File: src/rtl/rrv64_sv39_ptw_if.sv
// Sv39 walker bus bundle: TLB miss request/response and PTE read port.
// The master side is the TLB arbiter plus memory; the slave side is the walker.
interface rrv64_sv39_ptw_if #(
  parameter int TRANS_ID_W = 4,
  parameter int PADDR_W    = 56,
  parameter int VPN_W      = 27,
  parameter int PPN_W      = 44
) ();
  logic [PPN_W-1:0]      satp_ppn;
  logic                  ptw_req_valid;
  logic                  ptw_req_ready;
  logic [TRANS_ID_W-1:0] ptw_req_trans_id;
  logic [VPN_W-1:0]      ptw_req_vpn;
  logic [1:0]            ptw_req_access_type;
  logic                  mem_req_valid;
  logic                  mem_req_ready;
  logic [PADDR_W-1:0]    mem_req_paddr;
  logic                  mem_resp_valid;
  logic [63:0]           mem_resp_data;
  logic                  mem_resp_err;
  logic                  ptw_resp_valid;
  logic                  ptw_resp_ready;
  logic [TRANS_ID_W-1:0] ptw_resp_trans_id;
  logic                  ptw_resp_excp_valid;
  logic [3:0]            ptw_resp_excp_cause;
  logic [1:0]            ptw_resp_lvl;
  logic [63:0]           ptw_resp_pte;

  modport master (
    output satp_ppn, ptw_req_valid,
    output ptw_req_trans_id, ptw_req_vpn,
    output ptw_req_access_type,
    input  ptw_req_ready,
    input  mem_req_valid, mem_req_paddr,
    output mem_req_ready,
    output mem_resp_valid, mem_resp_data,
    output mem_resp_err,
    input  ptw_resp_valid, ptw_resp_trans_id,
    input  ptw_resp_excp_valid,
    input  ptw_resp_excp_cause,
    input  ptw_resp_lvl, ptw_resp_pte,
    output ptw_resp_ready
  );

  modport slave (
    input  satp_ppn, ptw_req_valid,
    input  ptw_req_trans_id, ptw_req_vpn,
    input  ptw_req_access_type,
    output ptw_req_ready,
    output mem_req_valid, mem_req_paddr,
    input  mem_req_ready,
    input  mem_resp_valid, mem_resp_data,
    input  mem_resp_err,
    output ptw_resp_valid, ptw_resp_trans_id,
    output ptw_resp_excp_valid,
    output ptw_resp_excp_cause,
    output ptw_resp_lvl, ptw_resp_pte,
    input  ptw_resp_ready
  );
endinterface

File: src/rtl/rrv64_sv39_ptw.sv
// Sv39 page-table walker: one TLB miss at a time, up to three
// 8-byte PTE reads, returns the leaf PTE or a page/access fault.
module rrv64_sv39_ptw #(
  parameter int TRANS_ID_W = 4,
  parameter int PADDR_W    = 56,
  parameter int VPN_W      = 27,
  parameter int PPN_W      = 44
) (
  input logic clk,
  input logic rst_n,
  rrv64_sv39_ptw_if.slave bus
);

  typedef enum logic [1:0] {
    IDLE,
    MEM_REQ,
    MEM_WAIT,
    RESP
  } state_e;

  state_e                state_q, state_d;
  logic [1:0]            lvl_q, lvl_d;
  logic [PPN_W-1:0]      base_q, base_d;
  logic [TRANS_ID_W-1:0] tid_q, tid_d;
  logic [VPN_W-1:0]      vpn_q, vpn_d;
  logic [1:0]            at_q, at_d;
  logic                  excp_q, excp_d;
  logic [3:0]            cause_q, cause_d;
  logic [1:0]            rlvl_q, rlvl_d;
  logic [63:0]           pte_q, pte_d;

  logic [8:0]  idx;
  logic [63:0] pte;
  logic [43:0] pte_ppn;
  logic        pte_v, pte_r, pte_w, pte_x;
  logic        pte_a, pte_d_bit;
  logic        is_st;
  logic        bad, leaf, misal, noacc;
  logic [3:0]  pf_cause, af_cause;

  always_comb begin
    idx = vpn_q[8:0];
    unique case (lvl_q)
      2'd2:    idx = vpn_q[26:18];
      2'd1:    idx = vpn_q[17:9];
      default: idx = vpn_q[8:0];
    endcase
  end

  assign pte       = bus.mem_resp_data;
  assign pte_ppn   = pte[53:10];
  assign pte_v     = pte[0];
  assign pte_r     = pte[1];
  assign pte_w     = pte[2];
  assign pte_x     = pte[3];
  assign pte_a     = pte[6];
  assign pte_d_bit = pte[7];
  assign is_st     = at_q[1];

  assign bad   = !pte_v || (!pte_r && pte_w)
               || (pte[63:54] != 10'd0);
  assign leaf  = pte_r || pte_x;
  assign misal = ((lvl_q == 2'd2) && (pte_ppn[17:0] != 18'd0))
              || ((lvl_q == 2'd1) && (pte_ppn[8:0] != 9'd0));
  // No hardware A/D update: software must pre-set them.
  assign noacc = !pte_a || (is_st && !pte_d_bit);

  always_comb begin
    pf_cause = 4'd15;
    af_cause = 4'd7;
    unique case (1'b1)
      (at_q == 2'b00): begin
        pf_cause = 4'd12;
        af_cause = 4'd1;
      end
      (at_q == 2'b01): begin
        pf_cause = 4'd13;
        af_cause = 4'd5;
      end
      default: ;
    endcase
  end

  always_comb begin
    state_d = state_q;
    lvl_d   = lvl_q;
    base_d  = base_q;
    tid_d   = tid_q;
    vpn_d   = vpn_q;
    at_d    = at_q;
    excp_d  = excp_q;
    cause_d = cause_q;
    rlvl_d  = rlvl_q;
    pte_d   = pte_q;
    unique case (state_q)
      IDLE: begin
        if (bus.ptw_req_valid) begin
          tid_d   = bus.ptw_req_trans_id;
          vpn_d   = bus.ptw_req_vpn;
          at_d    = bus.ptw_req_access_type;
          base_d  = bus.satp_ppn;
          lvl_d   = 2'd2;
          state_d = MEM_REQ;
        end
      end
      MEM_REQ: begin
        if (bus.mem_req_ready) state_d = MEM_WAIT;
      end
      MEM_WAIT: begin
        if (bus.mem_resp_valid) begin
          state_d = RESP;
          rlvl_d  = lvl_q;
          excp_d  = 1'b1;
          cause_d = pf_cause;
          pte_d   = 64'd0;
          if (bus.mem_resp_err) begin
            cause_d = af_cause;
          end else if (bad) begin
            cause_d = pf_cause;
          end else if (!leaf && lvl_q != 2'd0) begin
            base_d  = pte_ppn[PPN_W-1:0];
            lvl_d   = lvl_q - 2'd1;
            state_d = MEM_REQ;
            excp_d  = excp_q;
            cause_d = cause_q;
            pte_d   = pte_q;
            rlvl_d  = rlvl_q;
          end else if (!leaf || misal || noacc) begin
            cause_d = pf_cause;
          end else begin
            excp_d  = 1'b0;
            cause_d = 4'd0;
            pte_d   = pte;
          end
        end
      end
      RESP: begin
        if (bus.ptw_resp_ready) state_d = IDLE;
      end
      default: state_d = IDLE;
    endcase
  end

  always_ff @(posedge clk) begin
    if (!rst_n) begin
      state_q <= IDLE;
      lvl_q   <= 2'd0;
      base_q  <= '0;
      tid_q   <= '0;
      vpn_q   <= '0;
      at_q    <= 2'd0;
      excp_q  <= 1'b0;
      cause_q <= 4'd0;
      rlvl_q  <= 2'd0;
      pte_q   <= 64'd0;
    end else begin
      state_q <= state_d;
      lvl_q   <= lvl_d;
      base_q  <= base_d;
      tid_q   <= tid_d;
      vpn_q   <= vpn_d;
      at_q    <= at_d;
      excp_q  <= excp_d;
      cause_q <= cause_d;
      rlvl_q  <= rlvl_d;
      pte_q   <= pte_d;
    end
  end

  assign bus.ptw_req_ready       = (state_q == IDLE);
  assign bus.mem_req_valid       = (state_q == MEM_REQ);
  assign bus.mem_req_paddr       = PADDR_W'({base_q, 12'd0})
                                 + PADDR_W'({idx, 3'd0});
  assign bus.ptw_resp_valid      = (state_q == RESP);
  assign bus.ptw_resp_trans_id   = tid_q;
  assign bus.ptw_resp_excp_valid = excp_q;
  assign bus.ptw_resp_excp_cause = cause_q;
  assign bus.ptw_resp_lvl        = rlvl_q;
  assign bus.ptw_resp_pte        = pte_q;

endmodule

File: src/flat_wrapper.sv
// flat-port wrapper written by rule: the top's interface ports become plain ports
module rrv64_sv39_ptw_flat 
#(
  parameter int TRANS_ID_W = 4,
  parameter int PADDR_W    = 56,
  parameter int VPN_W      = 27,
  parameter int PPN_W      = 44
)
  (clk, rst_n, bus_satp_ppn, bus_ptw_req_valid, bus_ptw_req_trans_id, bus_ptw_req_vpn, bus_ptw_req_access_type, bus_ptw_req_ready, bus_mem_req_valid, bus_mem_req_paddr, bus_mem_req_ready, bus_mem_resp_valid, bus_mem_resp_data, bus_mem_resp_err, bus_ptw_resp_valid, bus_ptw_resp_trans_id, bus_ptw_resp_excp_valid, bus_ptw_resp_excp_cause, bus_ptw_resp_lvl, bus_ptw_resp_pte, bus_ptw_resp_ready);
  rrv64_sv39_ptw_if #(.TRANS_ID_W(TRANS_ID_W), .PADDR_W(PADDR_W), .VPN_W(VPN_W), .PPN_W(PPN_W)) bus_i ();
  input logic clk;
  input logic rst_n;
  input wire logic [$bits(bus_i.satp_ppn)-1:0] bus_satp_ppn;
  input wire logic [$bits(bus_i.ptw_req_valid)-1:0] bus_ptw_req_valid;
  input wire logic [$bits(bus_i.ptw_req_trans_id)-1:0] bus_ptw_req_trans_id;
  input wire logic [$bits(bus_i.ptw_req_vpn)-1:0] bus_ptw_req_vpn;
  input wire logic [$bits(bus_i.ptw_req_access_type)-1:0] bus_ptw_req_access_type;
  output wire logic [$bits(bus_i.ptw_req_ready)-1:0] bus_ptw_req_ready;
  output wire logic [$bits(bus_i.mem_req_valid)-1:0] bus_mem_req_valid;
  output wire logic [$bits(bus_i.mem_req_paddr)-1:0] bus_mem_req_paddr;
  input wire logic [$bits(bus_i.mem_req_ready)-1:0] bus_mem_req_ready;
  input wire logic [$bits(bus_i.mem_resp_valid)-1:0] bus_mem_resp_valid;
  input wire logic [$bits(bus_i.mem_resp_data)-1:0] bus_mem_resp_data;
  input wire logic [$bits(bus_i.mem_resp_err)-1:0] bus_mem_resp_err;
  output wire logic [$bits(bus_i.ptw_resp_valid)-1:0] bus_ptw_resp_valid;
  output wire logic [$bits(bus_i.ptw_resp_trans_id)-1:0] bus_ptw_resp_trans_id;
  output wire logic [$bits(bus_i.ptw_resp_excp_valid)-1:0] bus_ptw_resp_excp_valid;
  output wire logic [$bits(bus_i.ptw_resp_excp_cause)-1:0] bus_ptw_resp_excp_cause;
  output wire logic [$bits(bus_i.ptw_resp_lvl)-1:0] bus_ptw_resp_lvl;
  output wire logic [$bits(bus_i.ptw_resp_pte)-1:0] bus_ptw_resp_pte;
  input wire logic [$bits(bus_i.ptw_resp_ready)-1:0] bus_ptw_resp_ready;
  assign bus_i.satp_ppn = bus_satp_ppn;
  assign bus_i.ptw_req_valid = bus_ptw_req_valid;
  assign bus_i.ptw_req_trans_id = bus_ptw_req_trans_id;
  assign bus_i.ptw_req_vpn = bus_ptw_req_vpn;
  assign bus_i.ptw_req_access_type = bus_ptw_req_access_type;
  assign bus_ptw_req_ready = bus_i.ptw_req_ready;
  assign bus_mem_req_valid = bus_i.mem_req_valid;
  assign bus_mem_req_paddr = bus_i.mem_req_paddr;
  assign bus_i.mem_req_ready = bus_mem_req_ready;
  assign bus_i.mem_resp_valid = bus_mem_resp_valid;
  assign bus_i.mem_resp_data = bus_mem_resp_data;
  assign bus_i.mem_resp_err = bus_mem_resp_err;
  assign bus_ptw_resp_valid = bus_i.ptw_resp_valid;
  assign bus_ptw_resp_trans_id = bus_i.ptw_resp_trans_id;
  assign bus_ptw_resp_excp_valid = bus_i.ptw_resp_excp_valid;
  assign bus_ptw_resp_excp_cause = bus_i.ptw_resp_excp_cause;
  assign bus_ptw_resp_lvl = bus_i.ptw_resp_lvl;
  assign bus_ptw_resp_pte = bus_i.ptw_resp_pte;
  assign bus_i.ptw_resp_ready = bus_ptw_resp_ready;
  rrv64_sv39_ptw #(.TRANS_ID_W(TRANS_ID_W), .PADDR_W(PADDR_W), .VPN_W(VPN_W), .PPN_W(PPN_W)) u_core (.clk(clk), .rst_n(rst_n), .bus(bus_i));
endmodule
File: config.mk
export PLATFORM = sky130hd
export DESIGN_NAME = rrv64_sv39_ptw_flat
export DESIGN_NICKNAME = d
export VERILOG_FILES = /design/src/rtl/rrv64_sv39_ptw_if.sv /design/src/rtl/rrv64_sv39_ptw.sv /design/src/flat_wrapper.sv
export SDC_FILE = /design/constraint.sdc
export NUM_CORES = 1
export LEC_CHECK = 0
export ABC_AREA = 1
export CORE_AREA = 4 4 155 157
export DETAILED_ROUTE_END_ITERATION = 12
export DIE_AREA = 0 0 159 161
export HOLD_SLACK_MARGIN = 0.02
export PLACE_DENSITY = 0.6
export SLEW_MARGIN = 20
export SYNTH_ARGS = -nofsm -noshare
export SYNTH_HDL_FRONTEND = slang
export SYNTH_SLANG_ARGS = --single-unit
File: constraint.sdc
create_clock -name clk -period 3.7 [get_ports clk]
set_input_delay 0.74 -clock clk [delete_from_list [all_inputs] [get_ports clk]]
set_output_delay 0.74 -clock clk [all_outputs]
set_load 0.02 [all_outputs]
After elaboration in Yosys (flattened, before gate mapping)
Cells that the tools add are included.
{ "totals": {"inputBits": 148, "reg_bits": 152, "output_inout_bits": 134, "word_cells": 92} }
{ "op_classes": {"n_mux": 38, "n_addsub": 2, "n_reduce_logical": 28, "n_eq_ne": 14} }
{ "op_table": {"columns": ["operator", "count"], "rows": [
  ["$mux W64", 4],
  ["$mux W44", 5],
  ["$pmux W44 S2", 1],
  ["$add A56 B12 Y56", 1],
  ["$mux W2", 15],
  ["$pmux W9 S2", 1],
  ["$reduce_bool A18 Y1", 1],
  ["$mux W4", 4],
  ["$reduce_bool A10 Y1", 1],
  ["$reduce_bool A9 Y1", 1],
  ["$ne A2 B2 Y1 const B", 4],
  ["$pmux W2 S2", 2],
  ["$pmux W2 S4", 1],
  ["$logic_or A1 B1 Y1", 7],
  ["$eq A2 B1 Y1 const B", 3],
  ["$eq A2 B2 Y1 const B", 3],
  ["$ne A2 B1 Y1 const B", 3],
  ["$pmux W3 S2", 1],
  ["$reduce_and A6 Y1", 1],
  ["$logic_and A1 B1 Y1", 5],
  ["$logic_not A1 Y1", 5],
  ["$logic_not A2 Y1", 2],
  ["$mux W1", 4],
  ["$reduce_and A4 Y1", 1],
  ["other kinds (5)", 6]
]} }

Depth between registers and ports, before layout
Gate-level depths: netlist (run 1).
{ "logic_depth": {"depth_word": 9, "mapped_depth": 13, "mapped_depth_nobuf": 11} }

Worst setup path before layout (run 1)
Ideal clock, no wire load.
{ "synth_path": {"kind": "reg-to-output", "startpoint": "reg u_core.lvl_q[0]", "endpoint": "out bus_mem_req_paddr[5]", "n_path_buf": 2, "path_slack_ns": 1.291, "stages_incl_launch_ff": 7, "arrival_time_ns": 1.669, "required_ns": 2.960, "cell_sequence": "dfxtp_1 > inv_1 > ha_1 > clkbuf_1 > clkbuf_1 > nor2_1 > a31oi_1"} }
{ "synth_between": {"elab_chain_len": 3, "elab_cells_between_ends": 4, "cone_classes": "add/sub: 1; eq/ne: 2; mux: 1"} }
{ "synth_rtl": {"columns": ["element", "line_no", "source"], "rows": [
  ["start: declaration", "rrv64_sv39_ptw.sv:22", "logic [1:0] lvl_q, lvl_d;"],
  ["start signal: assignment", "rrv64_sv39_ptw.sv:158", "lvl_q <= lvl_d;"],
  ["$eq A2 B1 Y1 / $eq A2 B2 Y1 (equally long branches)", "rrv64_sv39_ptw.sv:43", "unique case (lvl_q)"],
  ["$pmux W9 S2 *", "rrv64_sv39_ptw.sv:43", null],
  ["$add A56 B12 Y56 *", "rrv64_sv39_ptw.sv:173", "+ PADDR_W'({idx, 3'd0});"],
  ["end: declaration", "flat_wrapper.sv:20", "output wire logic [$bits(bus_i.mem_req_paddr)-1:0] bus_mem_req_paddr;"]
]} }
Every way passes the cells marked *; elsewhere a longest branch is shown, timed or not.

Worst setup path after layout (run 1)
{ "layout_path": {"startpoint": "reg u_core.lvl_q[0]", "endpoint": "out bus_mem_req_paddr[6]"} }
Same word-level chain as after synthesis.

==> impl_metrics.sql, run 1 <==
INSERT INTO impl_metrics (metric_group, metric, value, unit) VALUES
('worst_setup_path', 'reg2reg_to', 'u_core.base_q[12]', ''),
('detailed_routing', 'dr_total_vias', '6776', ''),
('clock_network', 'clkSinkCount', '152', ''),
('sta', 'normalized_max_slew_margin', '29.94', '%'),
('power', 'intPower', '3.834', 'mW'),
('clock_network', 'cts_tree', 'built', ''),
('sta', 'period_minus_slack', '3.318', 'ns'),
('layout', 'area_delta_synth_final', '52.02', '%'),
('global_route', 'grt_pass1_vias', '6685', ''),
('place', 'gpl.final_weighted_congestion', '0.7912', ''),
('synthesis', 'synth-edff-count', '0', ''),
('global_route', 'grt_first_pass_wirelength', '37290', 'um'),
('layout', 'final_layout_size_suffix_gt1_share', '10.15', '%'),
('global_route', 'grt_usage', '18.06', '%'),
('synthesis', 'share_of_flip_flops_with_an_asynchronous_set_or_reset_after_synthesis', '0', '%'),
('layout', 'fin_nets', '1302', ''),
('worst_setup_path', 'worst_setup_path_endpoint', 'bus_mem_req_paddr[6]', ''),
('power', 'power_density', '585.8', 'nW/um^2'),
('layout', 'n_fill_cell', '2272', ''),
('status', 'outcome', 'finished clean', ''),
('detailed_routing', 'number_of_detailed_route_iterations_in_the_first_pass', '5', ''),
('worst_setup_path', 'critical_path_capture_point_type', 'output port', ''),
('synthesis', 'netlist_top_cells_area', 'dfxtp_1 (45%), nand2_1 (15%), a21oi_1 (5.7%)', ''),
('die', 'die_h', '161', 'um'),
('synthesis', 'synth_xor_xnor_area_share', '0', '%'),
('clock_network', 'clk-insertion-delay-late', '0.42', 'ns'),
('detailed_routing', 'avgViaCountPerCell', '4.680', ''),
('clock_network', 'cts-resized-gates', '0', ''),
('clock_network', 'post_cts_hold_buffer_count', '0', ''),
('power', 'vdd_ir_drop_max', '316.2', 'uV'),
('die', 'die_width', '159', 'um'),
('layout', 'leading_cell_type_in_the_layout_fill_and_taps_excluded', 'clkdlybuf4s50_1', ''),
('layout', 'fin_area', '10240', 'sq um'),
('synthesis', 'post_synth_num_cell_types', '29', ''),
('worst_setup_path', 'flop2flop_setup_slack', '0.91', 'ns'),
('power', 'share_seq_of_total_power', '33.9', '%'),
('sta', 'finalCritPeriodShare', '89.67', '%'),
('clock_network', 'cts_max_path_buffers', '2', ''),
('worst_setup_path', 'crit_type', 'register to output port', ''),
('synthesis', 'mean_area_per_synthesized_cell', '7.395', 'sq um'),
('power', 'power.share.switching', '36.09', '%'),
('die', 'die-area', '25600', 'sq um'),
('sta', 'report.final.slew_viol_count', '0', ''),
('global_route', 'globalRouteOverflowTotal', '0', ''),
('detailed_routing', 'wl_per_cell', '16.53', 'um'),
('synthesis', 'post_synth_inst_count', '911', ''),
('worst_setup_path', 'crit_path_start_kind', 'register', ''),
('sta', 'postLayoutSetupSlackWorst', '0.3823', 'ns'),
('sta', 'final_hold_violation_count', '0', ''),
('layout', 'antenna_cells_inserted', '0', ''),
('detailed_routing', 'remaining_design_rule_violation_count', '0', ''),
('sta', 'grt_setup_unrepaired', 'no', ''),
('clock_network', 'cts_root_buffer', 'clkbuf_16', ''),
('power', 'share_clk_of_total_power', '29.6', '%'),
('worst_setup_path', 'critical_path.max_fanout', '19', ''),
('worst_setup_path', 'reg2regPathDepth', '6', ''),
('detailed_routing', 'drt_iter0_markers', '394', ''),
('sta', 'skew', '0.01630', 'ns'),
('place', 'dp_worst_setup_slack', '0.6996', 'ns'),
('die', 'effective_utilization_at_floorplan', '29.94', '%'),
('synthesis', 'synth.cell_area', '6736', 'sq um'),
('sta', 'fmax', '301.4', 'MHz'),
('synthesis', 'dominant_combinational_cell_family_by_area_after_synthesis', 'simple AND/OR/NAND/NOR gates', ''),
('place', 'numPortBuffers', '278', ''),
('synthesis', 'synth_sequential_area_ratio', '45.17', '%'),
('detailed_routing', 'antenna_left', '0', ''),
('run', 'timing.max_cap.violations', '0', ''),
('synthesis', 'top_cell_type_s_share_of_synthesized_area', '45.17', '%'),
('power', 'p_leak', '3.745', 'nW'),
('place', 'dpl_cell_area', '9648', 'sq um'),
('global_route', 'initial_antenna_violation_count', '0', '');
[cell type report]
class	instances	area (sq um)	share of cell area (%)
multi-input combinational	663	3209	31.34
clock buffer	19	442.9	4.325
sequential	152	3043	29.71
clock inverter	12	150.1	1.466
tap	285	356.6	3.482
timing repair buffer	290	2935	28.66
inverter	27	103.9	1.014
[kinds of logic (layout without fill, tap and decap cells)]
| family | Yosys count | count (layout) |
|---|---|---|
| adder cells (fa/ha/maj) | 3 | 3 |
| AND/OR/NAND/NOR | 492 | 492 |
| flip-flops | 152 | 152 |
| buffers and inverters | 98 | 348 |
| other | 1 | 3 |
| AO/OA/AOI/OAI | 165 | 165 |
[stage by stage]
stage                     total power [mW]  cells  hold WS (ns)  util (%)
final                                5.999   1448        0.4385     45.51
after global routing                 6.358   1448        0.4573     45.51
after CTS                            6.080   1448        0.4385     45.51
after detailed placement             4.281   1417        0.4271     42.87
after global placement               4.265   1417        0.4286     42.87
after floorplan                      3.309    913        0.4549         -
[power by group through the flow]
stage,Combinational [mW],Clock (mW),Sequential (mW)
2_1_floorplan,1.07,0,2.24
3_3_place_gp,2.20,0,2.06
3_5_place_dp,2.21,0,2.07
4_1_cts,2.22,1.82,2.04
5_1_grt,2.40,1.89,2.07
6_report,2.18,1.78,2.04
[cell usage after synthesis (3+ instances only)]
cell type,count
a21oi_1,77
a21oi_2,30
a31oi_1,10
buf_12,3
buf_2,12
buf_4,15
clkbuf_1,37
dfxtp_1,152
ha_1,3
inv_1,23
inv_2,3
nand2_1,270
nand3_1,74
nand3_2,31
nor2_1,102
nor2_2,4
nor3_1,3
o21ai_0,46
or2_2,3
[worst max-delay path, stage by stage, from the launching register on]
cell and delay, ns:
dfxtp_1 0.35, inv_1 0.09, ha_1 0.70, nor2_1 0.08
a31oi_1 0.25, clkdlybuf4s50_1 0.68
[state kept, by name, summed over array words and instances (netlist names)]
name and count:
u_core.at_q 2, u_core.base_q 44, u_core.bus.ptw_resp_excp_cause 4, u_core.bus.ptw_resp_excp_valid 1
u_core.bus.ptw_resp_lvl 2, u_core.bus.ptw_resp_pte 64, u_core.bus.ptw_resp_trans_id 4, u_core.lvl_q 2
u_core.state_q 2, u_core.vpn_q 27
[worst min-delay path by stage]
| stage | end | from | cells after the start | slack, ns |
|---|---|---|---|---|
| after floorplan | u_core.vpn_q[10] | u_core.vpn_q[10] | 2 | 0.45 |
| after global placement | u_core.bus.ptw_resp_pte[62] | u_core.bus.ptw_resp_pte[62] | 2 | 0.43 |
| after detailed placement | u_core.bus.ptw_resp_pte[62] | u_core.bus.ptw_resp_pte[62] | 2 | 0.43 |
| after CTS | u_core.bus.ptw_resp_pte[62] | u_core.bus.ptw_resp_pte[62] | 2 | 0.44 |
| after global routing | u_core.bus.ptw_resp_pte[56] | u_core.bus.ptw_resp_pte[56] | 2 | 0.46 |
| final | u_core.bus.ptw_resp_pte[62] | u_core.bus.ptw_resp_pte[62] | 2 | 0.44 |
[layer usage]
layer	wire, um	vias to the layer above	GRT usage (%)
li1	-	3435	-
met1	10170	3113	22.35
met2	11440	212	29.81
met3	2036	16	6.736
met4	289	0	4.773
met5	0	-	0
(Power assumes the default switching activity.)
==> run 2, diff against run 1 <==
--- a/config.mk
+++ b/config.mk
@@ -6,11 +6,13 @@
 export NUM_CORES = 1
 export LEC_CHECK = 0
 export ABC_AREA = 1
-export CORE_AREA = 4 4 155 157
+export CORE_AREA = 4 4 111 113
 export DETAILED_ROUTE_END_ITERATION = 12
-export DIE_AREA = 0 0 159 161
+export DIE_AREA = 0 0 115 117
+export DONT_BUFFER_PORTS = 1
 export HOLD_SLACK_MARGIN = 0.02
-export PLACE_DENSITY = 0.6
+export MAX_ROUTING_LAYER = met4
+export PLACE_DENSITY = 0.76
 export SLEW_MARGIN = 20
 export SYNTH_ARGS = -nofsm -noshare
 export SYNTH_HDL_FRONTEND = slang
==> impl_metrics.sql, run 2 (same netlist as run 1, synthesis figures left out) <==
INSERT INTO impl_metrics (metric_group, metric, value, unit) VALUES
('status', 'outcome', 'finished clean', ''),
('detailed_routing', 'antenna_left', '0', ''),
('hold_path', 'hp-class', 'primary input to register', ''),
('detailed_routing', 'drt_iter0_markers', '631', ''),
('global_route', 'maximum_number_of_pins_on_one_net_before_global_route_repair', '95', ''),
('detailed_routing', 'remaining_design_rule_violation_count', '0', ''),
('global_route', 'gr-usage-met1', '32.29', '%'),
('sta', 'final_worst_hold_slack', '0.4428', 'ns'),
('worst_setup_path', 'critical_path_capture_point_type', 'output port', ''),
('power', 'switching_power', '2.057', 'mW'),
('worst_setup_path', 'reg2reg_to', 'u_core.bus.ptw_resp_pte[21]', ''),
('place', 'numPortBuffers', '0', ''),
('layout', 'antenna_cells_inserted', '0', ''),
('layout', 'register_area', '3043', 'sq um'),
('worst_setup_path', 'critical_path.max_fanout', '19', ''),
('die', 'area_of_the_placeable_core', '11320', 'sq um'),
('power', 'intPower', '3.197', 'mW'),
('global_route', 'globalRouteOverflowTotal', '0', ''),
('die', 'effective_utilization_at_floorplan', '59.50', '%'),
('place', 'gpl.final_weighted_congestion', '0.8821', ''),
('die', 'row_count', '39', ''),
('layout', 'final_layout_size_suffix_gt1_share', '13.43', '%'),
('global_route', 'grt_usage', '27.82', '%'),
('worst_setup_path', 'cp_slowest_cell', 'ha_1', ''),
('die', 'die_h', '117', 'um'),
('global_route', 'grt_pass1_vias', '5675', ''),
('clock_network', 'post_cts_clock_slew_at_the_launch_and_capture_registers_of_the_worst_setup_and_hold_paths', '0.06', 'ns'),
('layout', 'leading_cell_type_in_the_layout_fill_and_taps_excluded', 'nand2_1', ''),
('clock_network', 'cts_max_path_buffers', '2', ''),
('clock_network', 'clkSinkCount', '152', ''),
('clock_network', 'number_of_buffers_inserted_to_repair_setup_after_cts', '0', ''),
('clock_network', 'post_cts_hold_buffer_count', '0', ''),
('worst_setup_path', 'crit_type', 'register to output port', ''),
('die', 'floorplan.io_pins', '282', ''),
('sta', 'final_hold_violation_count', '0', ''),
('layout', 'fin_nets', '1024', ''),
('sta', 'finalCritPeriodShare', '78.21', '%'),
('detailed_routing', 'dr_total_vias', '5963', ''),
('clock_network', 'cts-resized-gates', '0', ''),
('hold_path', 'hold_path_depth', '2', ''),
('worst_setup_path', 'worst_ep_arrival_time', '2.15', 'ns'),
('die', 'die_width', '115', 'um'),
('sta', 'worst_slew_pin_slew', '1.069', 'ns'),
('hold_path', 'hold_end', 'u_core.vpn_q[12]', ''),
('detailed_routing', 'wl_per_cell', '18.29', 'um'),
('die', 'die-area', '13460', 'sq um'),
('place', 'dp_cells', '997', ''),
('worst_setup_path', 'wp_data_required', '2.96', 'ns'),
('power', 'share_comb_of_total_power', '25.2', '%'),
('clock_network', 'cts_made_buffers', '17', ''),
('global_route', 'use_met2', '44.83', '%'),
('power', 'vdd_ir_drop_max', '608.9', 'uV'),
('global_route', 'grt_first_pass_wirelength', '28560', 'um'),
('worst_setup_path', 'largest_stage_delay_worst_path', '0.65', 'ns'),
('place', 'detailed_place_hpwl', '13260', 'um'),
('run', 'timing.max_cap.violations', '0', ''),
('layout', 'n_fill_cell', '997', ''),
('sta', 'grt_setup_unrepaired', 'no', ''),
('sta', 'setup_violation_total_in_the_final_timing_report', '0', ''),
('layout', 'largest_register_ff_count', '64', ''),
('sta', 'period_minus_slack', '2.894', 'ns'),
('layout', 'final_cells', '1029', ''),
('layout', 'layout_common_cells', 'nand2_1 (269), dfxtp_1 (152), nor2_1 (102)', ''),
('sta', 'normalized_max_slew_margin', '28.71', '%'),
('detailed_routing', 'number_of_detailed_route_iterations_in_the_first_pass', '5', ''),
('hold_path', 'worst_hold_startpoint', 'rst_n', ''),
('power', 'share_seq_of_total_power', '43.2', '%'),
('worst_setup_path', 'crit_chain', 'inv_1 -> ha_1 -> nor2_1 -> a31oi_1', ''),
('global_route', 'grt.met3_usage', '8.380', '%'),
('global_route', 'initial_antenna_violation_count', '0', ''),
('power', 'power_density', '729.2', 'nW/um^2'),
('detailed_routing', 'route.final.wire_length', '18820', 'um'),
('worst_setup_path', 'reg2regPathDepth', '9', ''),
('detailed_routing', 'avgViaCountPerCell', '5.795', ''),
('clock_network', 'cts_root_buffer', 'clkbuf_16', ''),
('sta', 'finalSetupTns', '0', 'ns'),
('sta', 'skew', '0.005865', 'ns'),
('clock_network', 'cts_tree', 'built', ''),
('power', 'share_clk_of_total_power', '31.6', '%'),
('layout', 'finish.utilization', '63.65', '%'),
('power', 'p_leak', '2.683', 'nW'),
('worst_setup_path', 'flop2flop_setup_slack', '1.20', 'ns'),
('global_route', 'global_route.peak_usage_layer', 'met2', ''),
('sta', 'report.final.slew_viol_count', '0', ''),
('layout', 'multiInputGateArea', '3207', 'sq um'),
('worst_setup_path', 'worstReg2RegStart', 'u_core.lvl_q[0]', ''),
('clock_network', 'ctsHtreeMaxLevel', '4', ''),
('worst_setup_path', 'crit_path_start_kind', 'register', ''),
('power', 'power.share.switching', '39.15', '%'),
('layout', 'area_delta_synth_final', '6.965', '%'),
('sta', 'fmax', '345.6', 'MHz'),
('clock_network', 'clk-insertion-delay-late', '0.43', 'ns');
==> run 2: changes by cell type in the layout (fill, tap and decap cells not counted), sizes merged <==
| cell | delta |
|---|---|
| clkinvlp | +2 |
| clkinv | -1 |
| clkbuf | -2 |
| bufinv | -2 |
| clkdlybuf4s50 | -278 |
| inv | +4 |
==> run 2: routing by layer <==
layer | wire length (um) | vias to the layer above
met3 | 1838 | 37
met2 | 9350 | 274
met1 | 7234 | 2767
met4 | 395 | 0
met5 | 0 | -
li1 | - | 2885
==> run 2: layout make-up <==
| type | count | area share, % |
|---|---|---|
| clock buffers | 17 | 5.904 |
| clock inverters | 15 | 2.014 |
| multi-input cells | 663 | 44.50 |
| well taps | 143 | 2.483 |
| inverters | 27 | 1.441 |
| flip-flops and latches | 152 | 42.23 |
| repair buffers | 12 | 1.424 |
==> run 2: how the worst max path moves through the flow <==
stage	endpoint	cells past startpoint	slack, ns	from
final	bus_mem_req_paddr[11]	4	0.81	u_core.lvl_q[0]
after global routing	bus_mem_req_paddr[11]	4	0.62	u_core.lvl_q[0]
after CTS	bus_mem_req_paddr[11]	4	0.76	u_core.lvl_q[0]
after detailed placement	u_core.base_q[35]	8	1.10	bus_mem_resp_data[55]
after global placement	u_core.bus.ptw_resp_pte[18]	9	1.15	bus_mem_resp_data[55]
after floorplan	bus_mem_req_paddr[5]	6	1.29	u_core.lvl_q[0]
==> run 2: power groups by stage <==
stage | Sequential (mW) | Clock [mW] | Combinational, mW
after floorplan | 2.24 | 0 | 1.07
after global placement | 2.30 | 0 | 1.26
after detailed placement | 2.31 | 0 | 1.31
after CTS | 2.27 | 1.68 | 1.32
after global routing | 2.30 | 1.76 | 1.48
final | 2.27 | 1.66 | 1.32
==> run 2: critical path: cells and delay by family (launching register included) <==
kind	cells	cell delay [ns]
adders and majority gates	1	0.65
AOI/OAI and AO/OA	1	0.53
DFF	1	0.37
buffers and inverters	1	0.10
and+or+nand+nor	1	0.07
==> run 2: per-stage QoR <==
stage / setup slack [ns] / total power [mW] / cell area, sq um
finish: 0.8061 / 5.254 / 7206
floorplan: 1.291 / 3.309 / 6744
global route: 0.6208 / 5.545 / 7206
CTS: 0.7580 / 5.277 / 7206
detailed placement: 1.095 / 3.621 / 6635
global placement: 1.150 / 3.560 / 6635
